[config.mk]
export PLATFORM = sky130hd
export DESIGN_NAME = wb_arbiter
export DESIGN_NICKNAME = d
export VERILOG_FILES = /design/src/rtl/wb_arbiter.sv
export SDC_FILE = /design/constraint.sdc
export NUM_CORES = 1
export LEC_CHECK = 0
export CAP_MARGIN = 30
export CORE_UTILIZATION = 52
export CTS_BUF_LIST = sky130_fd_sc_hd__clkbuf_4 sky130_fd_sc_hd__clkbuf_8
export DETAILED_ROUTE_END_ITERATION = 10
export GPL_TIMING_DRIVEN = 0
export PLACE_DENSITY = 0.82
export SYNTH_ARGS = -nofsm -noshare
export SYNTH_HDL_FRONTEND = slang
export SYNTH_SLANG_ARGS = --single-unit
[constraint.sdc]
create_clock -name clk -period 6.2 [get_ports clk]
set_input_delay 0.62 -clock clk [delete_from_list [all_inputs] [get_ports clk]]
set_output_delay 0.62 -clock clk [all_outputs]
set_load 0.01 [all_outputs]
[src/rtl/wb_arbiter.sv]
// Write-back arbiter: merges returning load data and ALU results onto one registered
// register-file write port, tracks load hazards, and bypasses operands when WB_FORWARD_EN is defined.
module wb_arbiter (
  input  logic       clk,
  input  logic       rst_n,
  input  logic       alu_valid,
  input  logic [3:0] alu_reg,
  input  logic [7:0] alu_data,
  output logic       alu_ready,
  input  logic       load_issue,
  input  logic [3:0] load_reg,
  output logic       load_ready,
  input  logic       mem_valid,
  input  logic [7:0] mem_data,
  output logic       RegWrite,
  output logic [3:0] write_register,
  output logic [7:0] data_in,
  input  logic [3:0] raddrA,
  input  logic [3:0] raddrB,
  input  logic [7:0] data_outA,
  input  logic [7:0] data_outB,
  output logic [7:0] fwdA,
  output logic [7:0] fwdB,
  output logic       busyA,
  output logic       busyB
);

  // Handshakes: a transfer happens on a rising edge where valid/issue and ready are both high;
  // ready depends only on registered state and the offered register number, never on valid.
  logic [3:0]  r_fifo [0:3];
  logic [1:0]  r_wptr;
  logic [1:0]  r_rptr;
  logic [2:0]  r_count;
  logic [15:0] r_pending;
  logic        r_hold_full;
  logic [3:0]  r_hold_reg;
  logic [7:0]  r_hold_data;

  logic        w_fifo_full;
  logic        w_fifo_empty;
  logic        w_load_push;
  logic        w_mem_pop;
  logic        w_alu_acc;
  logic [3:0]  w_head_reg;
  logic        w_wr_en;
  logic [3:0]  w_wr_reg;
  logic [7:0]  w_wr_data;
  logic [15:0] w_pend_set;
  logic [15:0] w_pend_clr;

  assign w_fifo_full  = (r_count == 3'd4);
  assign w_fifo_empty = (r_count == 3'd0);
  assign w_head_reg   = r_fifo[r_rptr];

  assign load_ready = !w_fifo_full && !r_pending[load_reg] &&
                      !(r_hold_full && (r_hold_reg == load_reg));
  assign alu_ready  = !r_hold_full && !r_pending[alu_reg];

  assign w_load_push = load_issue && load_ready;
  assign w_mem_pop   = mem_valid && !w_fifo_empty;
  assign w_alu_acc   = alu_valid && alu_ready;

  // Memory returns cannot stall, so they always win; the held result outranks a fresh one.
  always_comb begin
    w_wr_en   = 1'b0;
    w_wr_reg  = 4'd0;
    w_wr_data = 8'd0;
    if (w_mem_pop) begin
      w_wr_en   = 1'b1;
      w_wr_reg  = w_head_reg;
      w_wr_data = mem_data;
    end else if (r_hold_full) begin
      w_wr_en   = 1'b1;
      w_wr_reg  = r_hold_reg;
      w_wr_data = r_hold_data;
    end else if (w_alu_acc) begin
      w_wr_en   = 1'b1;
      w_wr_reg  = alu_reg;
      w_wr_data = alu_data;
    end
  end

  always_comb begin
    w_pend_set = 16'd0;
    w_pend_clr = 16'd0;
    if (w_load_push) w_pend_set = 16'd1 << load_reg;
    if (w_mem_pop)   w_pend_clr = 16'd1 << w_head_reg;
  end

  always_ff @(posedge clk or negedge rst_n) begin
    if (!rst_n) begin
      for (int i = 0; i < 4; i++) r_fifo[i] <= 4'd0;
      r_wptr         <= 2'd0;
      r_rptr         <= 2'd0;
      r_count        <= 3'd0;
      r_pending      <= 16'd0;
      r_hold_full    <= 1'b0;
      r_hold_reg     <= 4'd0;
      r_hold_data    <= 8'd0;
      RegWrite       <= 1'b0;
      write_register <= 4'd0;
      data_in        <= 8'd0;
    end else begin
      if (w_load_push) begin
        r_fifo[r_wptr] <= load_reg;
        r_wptr         <= r_wptr + 2'd1;
      end
      if (w_mem_pop) r_rptr <= r_rptr + 2'd1;
      case ({w_load_push, w_mem_pop})
        2'b10:   r_count <= r_count + 3'd1;
        2'b01:   r_count <= r_count - 3'd1;
        default: r_count <= r_count;
      endcase
      r_pending <= (r_pending | w_pend_set) & ~w_pend_clr;
      // An accepted ALU result implies the hold buffer was empty, so it only loses to memory.
      if (w_alu_acc && w_mem_pop) begin
        r_hold_full <= 1'b1;
        r_hold_reg  <= alu_reg;
        r_hold_data <= alu_data;
      end else if (r_hold_full && !w_mem_pop) begin
        r_hold_full <= 1'b0;
      end
      RegWrite       <= w_wr_en;
      write_register <= w_wr_reg;
      data_in        <= w_wr_data;
    end
  end

`ifdef WB_FORWARD_EN
  assign fwdA  = (RegWrite && (write_register == raddrA)) ? data_in : data_outA;
  assign fwdB  = (RegWrite && (write_register == raddrB)) ? data_in : data_outB;
  assign busyA = r_pending[raddrA];
  assign busyB = r_pending[raddrB];
`else
  // Without bypass the value being written this cycle is not yet readable.
  assign fwdA  = data_outA;
  assign fwdB  = data_outB;
  assign busyA = r_pending[raddrA] || (RegWrite && (write_register == raddrA));
  assign busyB = r_pending[raddrB] || (RegWrite && (write_register == raddrB));
`endif

endmodule
# Word-level counts from Yosys, hierarchy flattened
# Cells that the tools add are included.
# word_totals
regBits,65
in_bits,53
elab_cells,90
# op_classes
n_addsub,4
magnitude_cmp,7
n_eq_ne,6
n_shift,2
n_mux,28
bitwise_logic,5
reduce_logical,24
# op_table
cell,count
$mux 16,2
$shl 1x4->16 const A,2
$mux 4,6
$mux 8,3
$lt 4x5->1 const B,4
$and 16x16->16,1
$bmux 1 s4,4
$bwmux 16,1
$not 16->16,1
$or 16x16->16,1
$eq 4x4->1,3
$logic_and 1x1->1,12
$mux 1,9
$bmux 4 s2,1
$demux 4 s2,1
$logic_not 1->1,7
$ge 3x3->1 const B,2
$not 2->3,2
$pmux 3 s2,1
$add 2x1->2 const B,2
$reduce_bool 2->1,2
$add 3x1->3 const B,1
$eq 3x3->1 const B,1
$logic_not 3->1,1
other kinds (5),6

# Depth between registers and ports, before layout
# depth
ltp_word,9
mapped_depth,13

# Worst setup path before layout
# No wires, ideal clock.
# synth_path
kind,input-to-reg
start,input load_reg[0]
end,register r_count[2]
setup_time_ns,0.125
arrival_ns,2.760
required_time_ns,6.075
slack_ns,3.315
cell_stages,13
path_buffers,3
path_cell_list,buf_6 > mux4_2 > a22oi_2 > nand3_2 > or2_1 > buf_6 > buf_6 > ha_1 > inv_1 > fa_1 > xor2_1 > nor2_1 > xor2_1
# synth_between
elab_chain_len,8
# synth_lines
element,line_no,rtl
start: declaration,11,"input logic [3:0] load_reg,"
$bmux 1 s4,55,assign load_ready = !w_fifo_full && !r_pending[load_reg] &&
$mux 1 (not written as such),55,
$logic_not 1->1,55,
$logic_and 1x1->1,55,
$logic_and 1x1->1 *,55,
$logic_and 1x1->1 *,59,assign w_load_push = load_issue && load_ready;
$eq 2x1->1 or $eq 2x2->1 (tied branches),109,"case ({w_load_push, w_mem_pop})"
$pmux 3 s2 or $reduce_bool 2->1 (tied branches),-,
end signal: assignment,110,2'b10: r_count <= r_count + 3'd1;
end signal: assignment,111,2'b01: r_count <= r_count - 3'd1;
end signal: assignment,112,default: r_count <= r_count;
end: declaration,33,logic [2:0] r_count;
# Every way passes the cells marked *; elsewhere a longest branch is shown, timed or not. The select of a mux whose other input is x is not followed.
# A chain may end at the register's enable or synchronous reset.

# Final worst setup path
# layout_path
start,input load_reg[1]
end,output load_ready
# layout_between
elab_chain_len,5
# layout_lines
element,line_no,rtl
$bmux 1 s4,55,
$mux 1 (not written as such),55,
$logic_not 1->1,55,
$logic_and 1x1->1,55,
$logic_and 1x1->1 *,55,
end: declaration,12,"output logic load_ready,"
# Marked as above.

==> impl_results.md <==
- Synth Net Count: 379
- Root Driver: clkbuf_8
- Slowest CP cell: clkdlybuf4s50_1
- RSZ-0062 raised after global routing: false
- Most used cell along the critical path: clkdlybuf4s50_1
- Row count: 30
- Congestion Overflow GR: 0
- Element type at the critical path end: primary output
- Most numerous cell in the Yosys netlist: dfrtp_1
- DRC viols: 0
- Power Density: 458 nW/um^2
- Worst-margin pin slew: 1.07 ns
- Initial antenna violation count: 0
- Worst-skew pair later-pin latency: 0.35 ns
- H-tree depth: 3
- Die H: 87.5 um
- Setup slack after layout: 2.51 ns
- Clock slew at reported path FFs: 0.07 ns
- Core ar.: 6910 sq um
- Synth top area share: 0.428
- Hold_buf cts: 0
- CP arrival: 3.07 ns
- TritonRoute pass-1 iters: 7
- Yosys warns: 0
- Cell area after layout: 4780 sq um
- Sequential element share of the synthesized area: 0.428
- Die Width: 87.5 um
- Top post-synthesis cells by area: dfrtp_1, mux4_2, mux2_2
- Final clock period utilization by the worst path: 0.596
- Syn Inst Count: 320
- Number of synthesized register bits: 65
- Post-CTS setup buffer count: 0
- Crit path kind: in -> out
- Synthesized area: 3800 sq um
- Via density: 5.95
- Crit-path max FO: 10
- Crit path cell chain: clkdlybuf4s50_1 > clkbuf_1 > mux4_1 > nand2_1 > nand3_2 > nor2_1 > clkdlybuf4s50_1
- Pin count of the biggest net entering global routing: 66
- Clk sinks: 65
- Synthesis-to-finish area growth: 25.8%
- CTS Buffer Depth: 2
- Total wire length: 9.52 mm
- Endpoints failing setup: 0
- Routed WL per cell: 19.1 um
- Post-CTS Resized: 0
- Fillers: 539
- Peak VDD IR: 0.254 mV
- IO Pins: 86
- Reg2reg setup slack: 3.28 ns
- Share of cells above drive strength 1: 0.239
- Overall routing resource usage: 0.272
- F_max: 0.271 GHz
- Status: finished clean
- First-pass GRT wire length: 15.3 mm
- Ys flop type: dfrtp_1
- Worst path max stage delay: 0.64 ns
- Detail Placement HPWL: 6.88 mm
- Initial DRC Count: 281
- CTS buffer count: 9
- Leak Pwr: 2.02 nW
- Final #Nets: 455
- Pre-CTS setup slack: 2.49 ns
- Vias in the first global route: 2987
- DIE AREA: 7650 sq um
- CTS tree: done
- Max Cap Viol: 0
- Rel. slew slack: 0.280
- Post-synth cell types: 44
- Routed Antenna Nets: 0
- Worst setup SP type: input pin
- Slew Limit Fails: 0
- Synth top cells by count: dfrtp_1, mux2_2, o21ai_0
- Post-Syn Area per Cell: 11.9 sq um
- Vias: 2957
- Post-synth top area cell: dfrtp_1
- I/O Buffers: 65
- TNS Setup: 0 ns
- Diodes inserted: 0
- Final core occ: 0.691
- Hold crit path type: in -> async
- Fin crit period: 3.69 ns
- Top flop regs: r_fifo (16), r_pending (16)
- Starting density of the core: 0.550
- GPL Wtd Cong: 0.915
- Final Hold Fails: 0
- Reg2reg path depth: 12
- EDFF count, synth: 0
- Clock Skew: 0.0103 ns
- Critical Path RT: 5.58 ns
- Cell Area, Placed: 4570 sq um
- FFs w/ async S/R, synth: 1.00
-- layout by cell type, fill, tap and decap left out, types with 3 or more instances in the layout --
master	instances
dfrtp_1	65
a31oi_1	3
a221o_1	10
and3_1	11
clkbuf_1	12
o211ai_1	3
nor2b_1	4
ha_1	5
inv_1	11
clkdlybuf4s50_1	64
nand2_1	11
nand2b_1	3
buf_4	19
nand3_1	4
mux4_2	18
clkbuf_8	11
nor2_1	17
buf_6	3
mux2i_1	10
xnor2_1	10
o41ai_1	4
nor3_1	7
o21ai_0	20
xor2_1	8
mux2_2	29
a21oi_1	6
-- cell families after synthesis --
| group | count (synthesis) | share of synthesized area |
|---|---|---|
| buffers and inverters | 45 | 0.0682 |
| adder cells (fa/ha/maj) | 6 | 0.0217 |
| multiplexers | 59 | 0.233 |
| AO/OA/AOI/OAI | 59 | 0.115 |
| AND/OR/NAND/NOR | 68 | 0.0923 |
| XOR/XNOR | 18 | 0.0415 |
| flip-flops | 65 | 0.428 |
-- worst max-delay path, delay by kind of cell --
| family | cells | cell delay (ns) |
|---|---|---|
| buffers and inverters | 3 | 1.63 |
| AND/OR/NAND/NOR | 3 | 0.45 |
| multiplexers | 1 | 0.37 |
-- where the power goes --
group / leakage, nW / switching [mW] / internal [mW]
sequential: 0.790 / 0.181 / 0.624
clock: 0.106 / 0.172 / 0.212
combinational: 1.13 / 0.470 / 0.529
-- layer usage --
layer  part of all wire  GRT usage
met5                  0          0
met4              0.021      0.107
met3              0.070     0.0607
met1               0.40      0.345
met2               0.51      0.455
-- through the flow --
stage / power [mW] / cells / hold slack [ns]
2_1_floorplan: 1.43 / 320 / 0.324
5_1_grt: 2.32 / 497 / 0.420
4_1_cts: 2.19 / 497 / 0.389
3_5_place_dp: 1.80 / 481 / 0.481
3_3_place_gp: 1.74 / 481 / 0.480
6_report: 2.19 / 497 / 0.348
-- layout make-up --
| type | instances | area (sq um) | area share |
|---|---|---|---|
| flip-flops and latches | 65 | 1630 | 0.341 |
| repair buffers | 65 | 648 | 0.136 |
| clock buffers | 12 | 159 | 0.0333 |
| clock inverters | 4 | 51.3 | 0.0107 |
| well taps | 96 | 120 | 0.0252 |
| inverters | 12 | 45.0 | 0.00943 |
| multi-input cells | 210 | 1910 | 0.400 |
| plain buffers | 33 | 214 | 0.0448 |
-- worst paths after layout --
path | start | to
min | rst_n | RegWrite
max reg2reg | r_count[0] | r_count[2]
min in group clk | r_hold_data[0] | r_hold_data[0]
max | load_reg[1] | load_ready
max in group asynchronous | rst_n | r_wptr[0]
min reg2reg | r_hold_data[0] | r_hold_data[0]
(Power assumes the default switching activity.)
